<file path="src/rtl/del_mod.sv">
// del_mod: triangle-LFO delay-amount generator (base .. base+depth); define DEL_MOD_SLEW_EN to slew-limit del
module del_mod #(
    parameter int BUFR_DEPTH  = 512,
    parameter int PHASE_WIDTH = 16,
    localparam int DEL_WIDTH  = $clog2(BUFR_DEPTH)
) (
    input  logic                   clk,
    input  logic                   rst,
    input  logic                   en,
    input  logic                   vld_i,
    input  logic [PHASE_WIDTH-1:0] rate,
    input  logic [DEL_WIDTH-1:0]   base,
    input  logic [DEL_WIDTH-1:0]   depth,
    output logic [DEL_WIDTH-1:0]   del,
    output logic                   del_vld,
    output logic                   dir
);
    localparam logic [1:0] IDLE = 2'd0;
    localparam logic [1:0] RISE = 2'd1;
    localparam logic [1:0] FALL = 2'd2;
    localparam logic [PHASE_WIDTH:0] PMAX = {1'b0, {PHASE_WIDTH{1'b1}}};
    localparam logic [DEL_WIDTH:0] DMAX = (DEL_WIDTH+1)'(BUFR_DEPTH - 1);

    logic [1:0]                     state_q, state_d;
    logic [PHASE_WIDTH-1:0]         acc_q, acc_d;
    logic [PHASE_WIDTH:0]           sum;
    logic                           dir_q;
    logic                           v1_q, v2_q, v3_q;
    logic                           en1_q, en2_q;
    logic [PHASE_WIDTH-1:0]         acc1_q;
    logic [DEL_WIDTH-1:0]           base1_q, depth1_q, base2_q, off2_q;
    logic [PHASE_WIDTH+DEL_WIDTH-1:0] prod;
    logic [DEL_WIDTH:0]             sum3;
    logic [DEL_WIDTH-1:0]           target, step, del_q, del_d;

    assign sum = {1'b0, acc_q} + {1'b0, rate};

    // LFO next state: en drop forces IDLE at once, everything else advances only on a strobe
    always_comb begin
        state_d = state_q;
        acc_d   = acc_q;
        if (!en) begin
            state_d = IDLE;
            acc_d   = '0;
        end else if (vld_i) begin
            if (state_q == IDLE) begin
                state_d = RISE;
                acc_d   = rate;
            end else if (state_q == RISE && rate != '0) begin
                state_d = (sum >= PMAX) ? FALL : RISE;
                acc_d   = (sum >= PMAX) ? '1 : sum[PHASE_WIDTH-1:0];
            end else if (state_q == FALL && rate != '0) begin
                state_d = (acc_q <= rate) ? RISE : FALL;
                acc_d   = (acc_q <= rate) ? '0 : acc_q - rate;
            end else if (state_q != RISE && state_q != FALL) begin
                state_d = IDLE;
                acc_d   = '0;
            end
        end
    end

    // LFO state, accumulator and direction flag
    always_ff @(posedge clk) begin
        if (rst) begin
            state_q <= IDLE;
            acc_q   <= '0;
            dir_q   <= 1'b0;
        end else begin
            state_q <= state_d;
            acc_q   <= acc_d;
            dir_q   <= (state_d == RISE);
        end
    end

    // Pipeline valids; reset drops any sample in flight
    always_ff @(posedge clk) begin
        if (rst) begin
            v1_q <= 1'b0;
            v2_q <= 1'b0;
            v3_q <= 1'b0;
        end else begin
            v1_q <= vld_i;
            v2_q <= v1_q;
            v3_q <= v2_q;
        end
    end

    assign prod = acc1_q * depth1_q;

    // Pipeline data: stage 1 captures the updated phase and per-sample controls, stage 2 scales
    always_ff @(posedge clk) begin
        acc1_q   <= acc_d;
        base1_q  <= base;
        depth1_q <= depth;
        en1_q    <= en;
        off2_q   <= DEL_WIDTH'(prod >> PHASE_WIDTH);
        base2_q  <= base1_q;
        en2_q    <= en1_q;
    end

    assign sum3   = {1'b0, base2_q} + {1'b0, off2_q};
    assign target = (sum3 > DMAX) ? DMAX[DEL_WIDTH-1:0] : sum3[DEL_WIDTH-1:0];

`ifdef DEL_MOD_SLEW_EN
    assign step = (target > del_q) ? del_q + 1'b1 : (target < del_q) ? del_q - 1'b1 : del_q;
`else
    assign step = target;
`endif

    assign del_d = v2_q ? (en2_q ? step : target) : del_q;

    // Output delay register, only moves when a sample leaves stage 2
    always_ff @(posedge clk) begin
        if (rst) begin
            del_q <= '0;
        end else begin
            del_q <= del_d;
        end
    end

    assign del     = del_q;
    assign del_vld = v3_q;
    assign dir     = dir_q;
endmodule

</file>
<file path="config.mk">
export PLATFORM = sky130hd
export DESIGN_NAME = del_mod
export DESIGN_NICKNAME = d
export VERILOG_FILES = /design/src/rtl/del_mod.sv
export SDC_FILE = /design/constraint.sdc
export NUM_CORES = 1
export LEC_CHECK = 0
export CORE_MARGIN = 4
export CORE_UTILIZATION = 45
export DETAILED_ROUTE_END_ITERATION = 8
export REMOVE_ABC_BUFFERS = 1
export SYNTH_ARGS = -nofsm -noshare
export SYNTH_HDL_FRONTEND = slang
export SYNTH_SLANG_ARGS = --single-unit
export TNS_END_PERCENT = 10
</file>
<file path="constraint.sdc">
create_clock -name clk -period 5.22 [get_ports clk]
set_input_delay 1.044 -clock clk [delete_from_list [all_inputs] [get_ports clk]]
set_output_delay 1.044 -clock clk [all_outputs]
set_load 0.02 [all_outputs]
</file>
* After elaboration in Yosys (flattened, before gate mapping)
Cells that the tools add are included.
** Storage, ports and cells
- Bits in registers :: 83
- Word-level logic and storage cells :: 46
** Cells by class
- Add/subtract/negate cells :: 3
- Multiply operators :: 1
- $lt $le $gt $ge :: 3
- Eq/ne operators :: 5
- Mux-type cells :: 17
- Reduce and logical (&&, ||, !) cells :: 5
** Operators by type and width (count)
- 2-to-1 mux 16 bit :: 8
- multiplier 16 x 9 -> 25 bit :: 1
- adder 16 x 16 -> 17 bit :: 1
- greater-or-equal comparator 17 x 16 -> 1 bit, second input constant :: 1
- <= comparator 16 bit :: 1
- 2-to-1 mux 2 bit :: 8
- nonzero test 16 bit :: 1
- subtractor 16 bit :: 1
- adder 9 x 9 -> 10 bit :: 1
- > comparator 10 x 9 -> 1 bit, second input constant :: 1
- 2-to-1 mux 9 bit :: 1
- equality test 2 x 1 -> 1 bit, second input constant :: 2
- logical AND 1 bit :: 3
- equality test 2 bit, second input constant :: 1
- zero test 2 bit :: 1
- inequality test 2 x 1 -> 1 bit, second input constant :: 1
- inequality test 2 bit, second input constant :: 1

* Depth between registers and ports, before layout
Gate-level depths: netlist of run 1.
- Word-level depth :: 9
- Depth in mapped cells :: 20
- Depth with buffers taken out :: 19

* Worst setup path before layout of run 1
Ideal clock, no wire load.
- Path type :: reg-to-reg
- From :: reg depth1_q[1]
- To :: reg off2_q[8]
- Data arrival time :: 4.446 ns
- Path slack :: 0.702 ns
- Cell stages (with the launch flop) :: 20
- Period minus slack after synthesis :: 4.518 ns
- Path through :: dfxtp_1 -> clkbuf_1 -> nand2_1 -> fa_1 -> inv_1 -> fa_1 -> fa_1 -> inv_1 -> fa_1 -> inv_1 -> ha_1 -> a21o_1 -> a21o_1 -> a21oi_1 -> nor2b_1 -> nor3_1 -> o21ba_2 -> o21ai_0 -> a21oi_1 -> xnor2_1
** On the way
- Longest elaborated chain between the ends :: 1
** RTL lines
- start: declaration :: line 31 : logic [DEL_WIDTH-1:0] base1_q, depth1_q, base2_q, off2_q;
- start signal: assignment :: line 94 : depth1_q <= depth;
- multiplier 16 x 9 -> 25 bit :: line 88 : assign prod = acc1_q * depth1_q;
- net prod[24] :: line 32 : logic [PHASE_WIDTH+DEL_WIDTH-1:0] prod;
- end signal: assignment :: line 96 : off2_q <= DEL_WIDTH'(prod >> PHASE_WIDTH);
- end: declaration :: line 31
The timed path passes the listed nets, and every way through them passes these cells.
A chain may end at the register's enable or synchronous reset.

* Final worst setup path of run 1
- From :: reg acc1_q[3]
- To :: reg off2_q[1]
** On the way
- Longest elaborated chain between the ends :: 1
** RTL lines
- start: declaration :: line 30 : logic [PHASE_WIDTH-1:0] acc1_q;
- start signal: assignment :: line 92 : acc1_q <= acc_d;
- multiplier 16 x 9 -> 25 bit :: line 88
- net prod[17] :: line 32
The timed path passes the listed nets, and every way through them passes these cells.

==> impl_metrics.tcl, run 1 <==
set metrics [dict create \
    status "finished, final reports clean" \
    synth-seq-cells 83 \
    vdd_drop_max_mv 0.168 \
    wl_met2_mm 9.83 \
    dr.pass1.iters 5 \
    syn_avg_cell_area_um2 8.74 \
    cts_resized 0 \
    dpl.hpwl_mm 16.9 \
    dieWidth_um 149 \
    cts_hold_buf 0 \
    std_cell_rows 51 \
    crit_family "adder cells" \
    die_h_um 149 \
    critPathMaxFanout 9 \
    ys.flop_type "dfxtp_1" \
    slew_viol_final 0 \
    start_util 0.458 \
    insertion_delay_ns 0.35 \
    final_cells 1313 \
    overflow 0 \
    relSlewSlack 0.364 \
    critPathCaptureType "register" \
    antenna_found_initial 0 \
    grt_start_max_net_pins 37 \
    critical_path_class "register to register" \
    power.internal_mw 1.47 \
    seq_power_share 0.327 \
    drive_gt1_frac 0.0497 \
    gp_congestion 0.910 \
    cp-start-kind "register" \
    p_sw_frac 0.350 \
    worst_slew_pin_slew_ns 0.954 \
    synthArstFlopShare 0 \
    layout.nets 1266 \
    cpPeakStageDelay_ns 0.54 \
    worst-path-buf-inv 2 \
    grt_pass1_vias 7032 \
    track_usage 0.197 \
    finalClockSkew_ns 0.0103 \
    crit_top_cell "fa_1" \
    ctsHtreeMaxLevel 3 \
    wl_met3_um 788 \
    fmax_mhz 204 \
    cts_tree "built" \
    power_density_nw_per_um2 228 \
    p_switching_uw 790 \
    yosysSeqAreaShare 0.186 \
    drt-met1-wl_mm 9.80 \
    grt_pass1_wl_mm 35.3 \
    crit_arrival_ns 5.14 \
    leakage_nw 4.65 \
    fin_crit_ns 4.90 \
    yosysWarnings 0 \
    die-area_um2 22100 \
    numCtsBuffers 9 \
    clkTransAtPathRegs_ns 0.07 \
    p_comb_frac 0.361 \
    cts_buffer_depth 2 \
    ctsRootBufferMaster "clkbuf_16" \
    ant_nets 0 \
    fin_crit_sh 0.939 \
    finalSetupViolCount 0 \
    p_clk_frac 0.313 \
    drc 0 \
    yosys.cell_types.count 68 \
    critPathRequiredTime_ns 5.46 \
    avgRoutedWirePerCell_um 15.9 \
    routed_wl_mm 20.9 \
    via_per_inst 5.27 \
    synth.cell_area_um2 8910 \
    top_layer_used "met4" \
    netlist_instances 1020 \
    syn2layout_area_growth_pct 11.2 \
    coreArea_um2 19500 \
    slowest_stage "fa_1" \
    via_count 6915 \
    drt_iter0_markers 548 \
    min-delay-path-class "register to register" \
    rsz0062_at_grt "false" \
    drv_cap 0 \
    hold_viol 0 \
    dp.cells 1296 \
    port_buffers 48 \
    post_cts_buffers 0 \
    tns_ns 0 \
    io_pins 49 \
    path_cells "and2_1 -> fa_1 -> fa_1 -> fa_1 -> inv_1 -> fa_1 -> inv_1 -> ha_1 -> a21o_1 -> a21o_1 -> a21oi_1 -> nor2b_1 -> o21ai_0 -> a21boi_0 -> o21ai_0 -> nand2_1 -> o311ai_0" \
    clock-sinks 83 \
    synth-edff-count 0 \
    finalPower_mw 2.26 \
]
[path summary, 6_finish.rpt]
kind                                         start                 end  slack, ns  cells past startpoint
worst min register to register  base1_q[0]$_DFF_P_  base2_q[0]$_DFF_P_       0.32                      0
worst max register to register   acc1_q[3]$_DFF_P_   off2_q[1]$_DFF_P_       0.32                     17
worst min-delay path            base1_q[0]$_DFF_P_  base2_q[0]$_DFF_P_       0.32                      0
worst max-delay path             acc1_q[3]$_DFF_P_   off2_q[1]$_DFF_P_       0.32                     17
[cell type report]
class | instances | area [um^2]
fill | 1858 | 9550
multi-input combinational | 727 | 6410
sequential | 83 | 1670
inverter | 164 | 616
timing repair buffer | 57 | 548
tap | 265 | 332
clock buffer | 9 | 225
clock inverter | 7 | 105
antenna | 1 | 2.50
[state kept, by name, indices dropped and copies added, names as in the netlist, 2 cells and up]
register and cells:
acc1_q 16, depth1_q 9, base1_q 9, state_q 2
acc_q 16, del 9, base2_q 9, off2_q 9
[power by group through the flow]
stage	Combinational [mW]	Clock [mW]	Sequential [mW]
2_1_floorplan	0.597	0	0.738
3_5_place_dp	0.817	0	0.751
4_1_cts	0.823	0.722	0.737
3_3_place_gp	0.803	0	0.750
5_1_grt	0.947	0.748	0.745
6_report	0.814	0.705	0.737
[metal layers]
metal,up-vias,global-route usage
met5,-,0
li1,3375,-
met4,0,0.0627
met3,26,0.0225
met1,3354,0.271
met2,160,0.325
[cell usage after synthesis, types with 3 or more instances]
library cell / instances / area, um^2
nor2_1: 48 / 180
a221o_1: 7 / 70.1
fa_1: 101 / 2020
nor3b_1: 3 / 22.5
nor3_1: 16 / 80.1
clkbuf_1: 28 / 105
a41oi_1: 4 / 35.0
xor2_1: 10 / 87.6
ha_1: 85 / 1060
a211o_1: 3 / 26.3
a31oi_1: 8 / 50.1
nand3_1: 12 / 60.1
o21bai_1: 8 / 60.1
o21a_1: 4 / 30.0
buf_4: 9 / 67.6
and2_1: 80 / 500
a211oi_1: 14 / 105
buf_2: 6 / 30.0
nand4_1: 7 / 43.8
dfxtp_1: 83 / 1660
and3_1: 3 / 18.8
xnor2_1: 30 / 263
nand2b_1: 8 / 50.1
nor4_1: 5 / 31.3
o21ai_0: 26 / 130
a221oi_1: 13 / 114
nor2b_1: 25 / 156
a311oi_1: 4 / 35.0
o2111ai_1: 3 / 26.3
mux2i_1: 4 / 40.0
o211ai_1: 3 / 22.5
or3_1: 4 / 25.0
o31ai_1: 6 / 45.0
inv_1: 162 / 608
a21oi_1: 41 / 205
nand2_1: 95 / 357
a21o_1: 12 / 90.1
[placed cells by master (no fill, tap or decap), types with 4 or more instances in the layout]
| cell | Yosys | final |
|---|---|---|
| a211oi_1 | 14 | 14 |
| a21o_1 | 12 | 12 |
| a21oi_1 | 41 | 41 |
| a221o_1 | 7 | 7 |
| a221oi_1 | 13 | 13 |
| a311oi_1 | 4 | 4 |
| a31oi_1 | 8 | 8 |
| a41oi_1 | 4 | 4 |
| and2_1 | 80 | 80 |
| buf_4 | 9 | 9 |
| clkbuf_16 | 0 | 9 |
| clkdlybuf4s50_1 | 0 | 48 |
| dfxtp_1 | 83 | 74 |
| dfxtp_2 | 0 | 9 |
| fa_1 | 101 | 101 |
| ha_1 | 85 | 85 |
| inv_1 | 162 | 162 |
| mux2i_1 | 4 | 4 |
| nand2_1 | 95 | 95 |
| nand2b_1 | 8 | 8 |
| nand3_1 | 12 | 12 |
| nand4_1 | 7 | 7 |
| nor2_1 | 48 | 48 |
| nor2b_1 | 25 | 25 |
| nor3_1 | 16 | 15 |
| nor4_1 | 5 | 5 |
| o21a_1 | 4 | 4 |
| o21ai_0 | 26 | 26 |
| o21bai_1 | 8 | 8 |
| o31ai_1 | 6 | 6 |
| or3_1 | 4 | 4 |
| xnor2_1 | 30 | 30 |
| xor2_1 | 10 | 10 |
[cell families after synthesis]
| kind of cell | after synthesis | synth area share |
|---|---|---|
| buffers and inverters | 210 | 0.0947 |
| multiplexers | 4 | 0.00449 |
| adder cells (fa/ha/maj) | 186 | 0.346 |
| AO/OA/AOI/OAI | 178 | 0.146 |
| AND/OR/NAND/NOR | 319 | 0.183 |
| XOR/XNOR | 40 | 0.0393 |
| flip-flops | 83 | 0.186 |
[through the flow]
| stage | util | hold slack, ns | setup slack, ns | cell area (um^2) |
|---|---|---|---|---|
| after floorplan | - | 0.310 | 0.791 | 8680 |
| after global placement | 0.491 | 0.311 | 0.225 | 9560 |
| after detailed placement | 0.491 | 0.313 | 0.146 | 9560 |
| after CTS | 0.508 | 0.324 | 0.153 | 9890 |
| after global routing | 0.509 | 0.323 | 0.000691 | 9910 |
| final | 0.509 | 0.321 | 0.317 | 9910 |
Note: power is estimated with default switching activity, not from simulation.
==> run 2: changes to the inputs <==
RECOVER_POWER = 100   (was not set)
==> run 2 against run 1 <==
Net effect:
- core utilization down 0.15 points
- sequential power about the same
- clock-buffer cell count unchanged
- non-clock buffer count unchanged
- first-iteration DRC count up 14%
- global-route usage unchanged
- flip-flop and latch count unchanged
- worst hold slack better by 0.00085 ns
- setup slack worse by 0.0044 ns
- final area down 0.29%
- largest cell class unchanged
==> impl_metrics.tcl, run 2 (synthesis gave the netlist of run 1 again) <==
set metrics [dict create \
    ctsHtreeMaxLevel 3 \
    antenna_found_initial 0 \
    insertion_delay_ns 0.35 \
    drc 0 \
    crit_arrival_ns 5.15 \
    critPathRequiredTime_ns 5.46 \
    cp-start-kind "register" \
    vdd_drop_max_mv 0.168 \
    grt_pass1_vias 7032 \
    slew_viol_final 0 \
    num_antenna_cells 0 \
    cpPeakStageDelay_ns 0.54 \
    power.internal_mw 1.46 \
    start_util 0.458 \
    gp_congestion 0.910 \
    final_common_cell "inv_1" \
    path_cells "and2_1 -> fa_1 -> fa_1 -> fa_1 -> inv_1 -> fa_1 -> inv_1 -> ha_1 -> a21o_1 -> a21o_1 -> a21oi_1 -> nor2b_1 -> o21ai_0 -> a21boi_0 -> o21ai_0 -> nand2_1 -> o311ai_0" \
    finalPower_mw 2.25 \
    dpl.hpwl_mm 16.9 \
    slowest_stage "fa_1" \
    std_cell_rows 51 \
    worstSetupEndpoint "off2_q[1]$_DFF_P_" \
    reg2reg_to "off2_q[1]$_DFF_P_" \
    die_h_um 149 \
    status "finished, final reports clean" \
    placed_area_um2 9560 \
    layout.nets 1266 \
    clock-sinks 83 \
    relSlewSlack 0.246 \
    final_cells 1312 \
    drv_cap 0 \
    grt_pass1_wl_mm 35.3 \
    dp.cells 1296 \
    cp_num_cells 17 \
    cts_buffer_depth 2 \
    ant_nets 0 \
    cts_tree "built" \
    crit_family "adder cells" \
    p_switching_uw 791 \
    avgRoutedWirePerCell_um 16.0 \
    final_cell_mix "162 x inv_1, 101 x fa_1, 95 x nand2_1" \
    worst-path-buf-inv 2 \
    critPathCaptureType "register" \
    fin_crit_sh 0.940 \
    via_count 6946 \
    track_usage 0.197 \
    hold_viol 0 \
    cts_hold_buf 0 \
    port_buffers 48 \
    r2r_start "acc1_q[3]$_DFF_P_" \
    reg2regPathDepth 17 \
    seq_power_share 0.327 \
    finalSetupViolCount 0 \
    numCtsBuffers 9 \
    die-area_um2 22100 \
    fin_crit_ns 4.91 \
    finalClockSkew_ns 0.00940 \
    fmax_mhz 204 \
    stdcell_area_um2 9880 \
    p_clk_frac 0.314 \
    worst_slew_pin_slew_ns 1.10 \
    tns_ns 0 \
    dr.pass1.iters 5 \
    crit_top_cell "fa_1" \
    p_sw_frac 0.351 \
    overflow 0 \
    p_comb_frac 0.359 \
    cp-startpoint "acc1_q[3]$_DFF_P_" \
    critical_path_class "register to register" \
    grt_start_max_net_pins 37 \
    drive_gt1_frac 0.0458 \
    rsz0062_at_grt "false" \
    ctsRootBufferMaster "clkbuf_16" \
    io_pins 49 \
    dieWidth_um 149 \
    largestRegisters "acc1_q (16), acc_q (16)" \
    syn2layout_area_growth_pct 10.9 \
    min-delay-path-class "register to register" \
    leakage_nw 4.67 \
    routed_wl_mm 20.9 \
    via_per_inst 5.29 \
    fin_hold_ws_ns 0.322 \
    post_cts_buffers 0 \
    ff2ff_setup_slack_ns 0.31 \
    clkTransAtPathRegs_ns 0.07 \
    drt_iter0_markers 622 \
    power_density_nw_per_um2 228 \
    coreArea_um2 19500 \
    critPathMaxFanout 9 \
]
## run 2: cell types whose count changed in the layout (fill, tap and decap cells not counted), sizes merged
cell / previous run / this run
dlygate4sd3: 0 / 31
clkdlybuf4s50: 48 / 17
buf: 9 / 8
diode: 1 / 0
clkbuf: 9 / 10
## run 2: per-stage QoR
step / utilization / setup slack (ns)
after global placement: 0.491 / 0.225
after detailed placement: 0.491 / 0.146
after global routing: 0.508 / 0.000691
after CTS: 0.508 / 0.153
final: 0.508 / 0.313
after floorplan: - / 0.791
## run 2: per-layer routing
metal	track usage	share of wire	vias up
met5	0	0	-
met4	0.0627	0.023	0
met3	0.0225	0.040	26
met2	0.325	0.47	166
met1	0.271	0.46	3382
li1	-	-	3372
## run 2: how the worst min path moves through the flow
stage / startpoint / endpoint / slack, ns / cells past startpoint
3_3_place_gp: base1_q[0]$_DFF_P_ / base2_q[0]$_DFF_P_ / 0.31 / 0
2_1_floorplan: base1_q[0]$_DFF_P_ / base2_q[0]$_DFF_P_ / 0.31 / 0
4_1_cts: base1_q[0]$_DFF_P_ / base2_q[0]$_DFF_P_ / 0.32 / 0
6_report: base1_q[0]$_DFF_P_ / base2_q[0]$_DFF_P_ / 0.32 / 0
3_5_place_dp: base1_q[8]$_DFF_P_ / base2_q[8]$_DFF_P_ / 0.31 / 0
5_1_grt: base1_q[0]$_DFF_P_ / base2_q[0]$_DFF_P_ / 0.32 / 0
## run 2: layout make-up
| class | instances | area (um^2) |
|---|---|---|
| Fill cell | 1866 | 9580 |
| Tap cell | 265 | 332 |
| Inverter | 164 | 616 |
| Multi-Input combinational cell | 727 | 6390 |
| Sequential cell | 83 | 1670 |
| Timing Repair Buffer | 57 | 544 |
| Clock buffer | 9 | 225 |
| Clock inverter | 7 | 105 |
## run 2: power by group through the flow
| stage | Sequential, mW | Clock, mW | Combinational, mW |
|---|---|---|---|
| 2_1_floorplan | 0.738 | 0 | 0.597 |
| 3_3_place_gp | 0.750 | 0 | 0.803 |
| 3_5_place_dp | 0.751 | 0 | 0.817 |
| 4_1_cts | 0.737 | 0.722 | 0.823 |
| 5_1_grt | 0.745 | 0.748 | 0.939 |
| 6_report | 0.737 | 0.707 | 0.807 |
## run 2: worst reg2reg max path, delay by kind of cell (launching register included)
kind            cells  cell delay [ns]
buf+inv             2             0.09
simple gates        3             0.40
compound gates      7             1.44
fa+ha+maj           5             2.33
flops               1             0.53
## run 2: timing repair
item | CTS | global route
resized for setup | 0 | 10
endpoints found under the hold margin | 0 | 0
setup endpoints to repair | 0 | 6
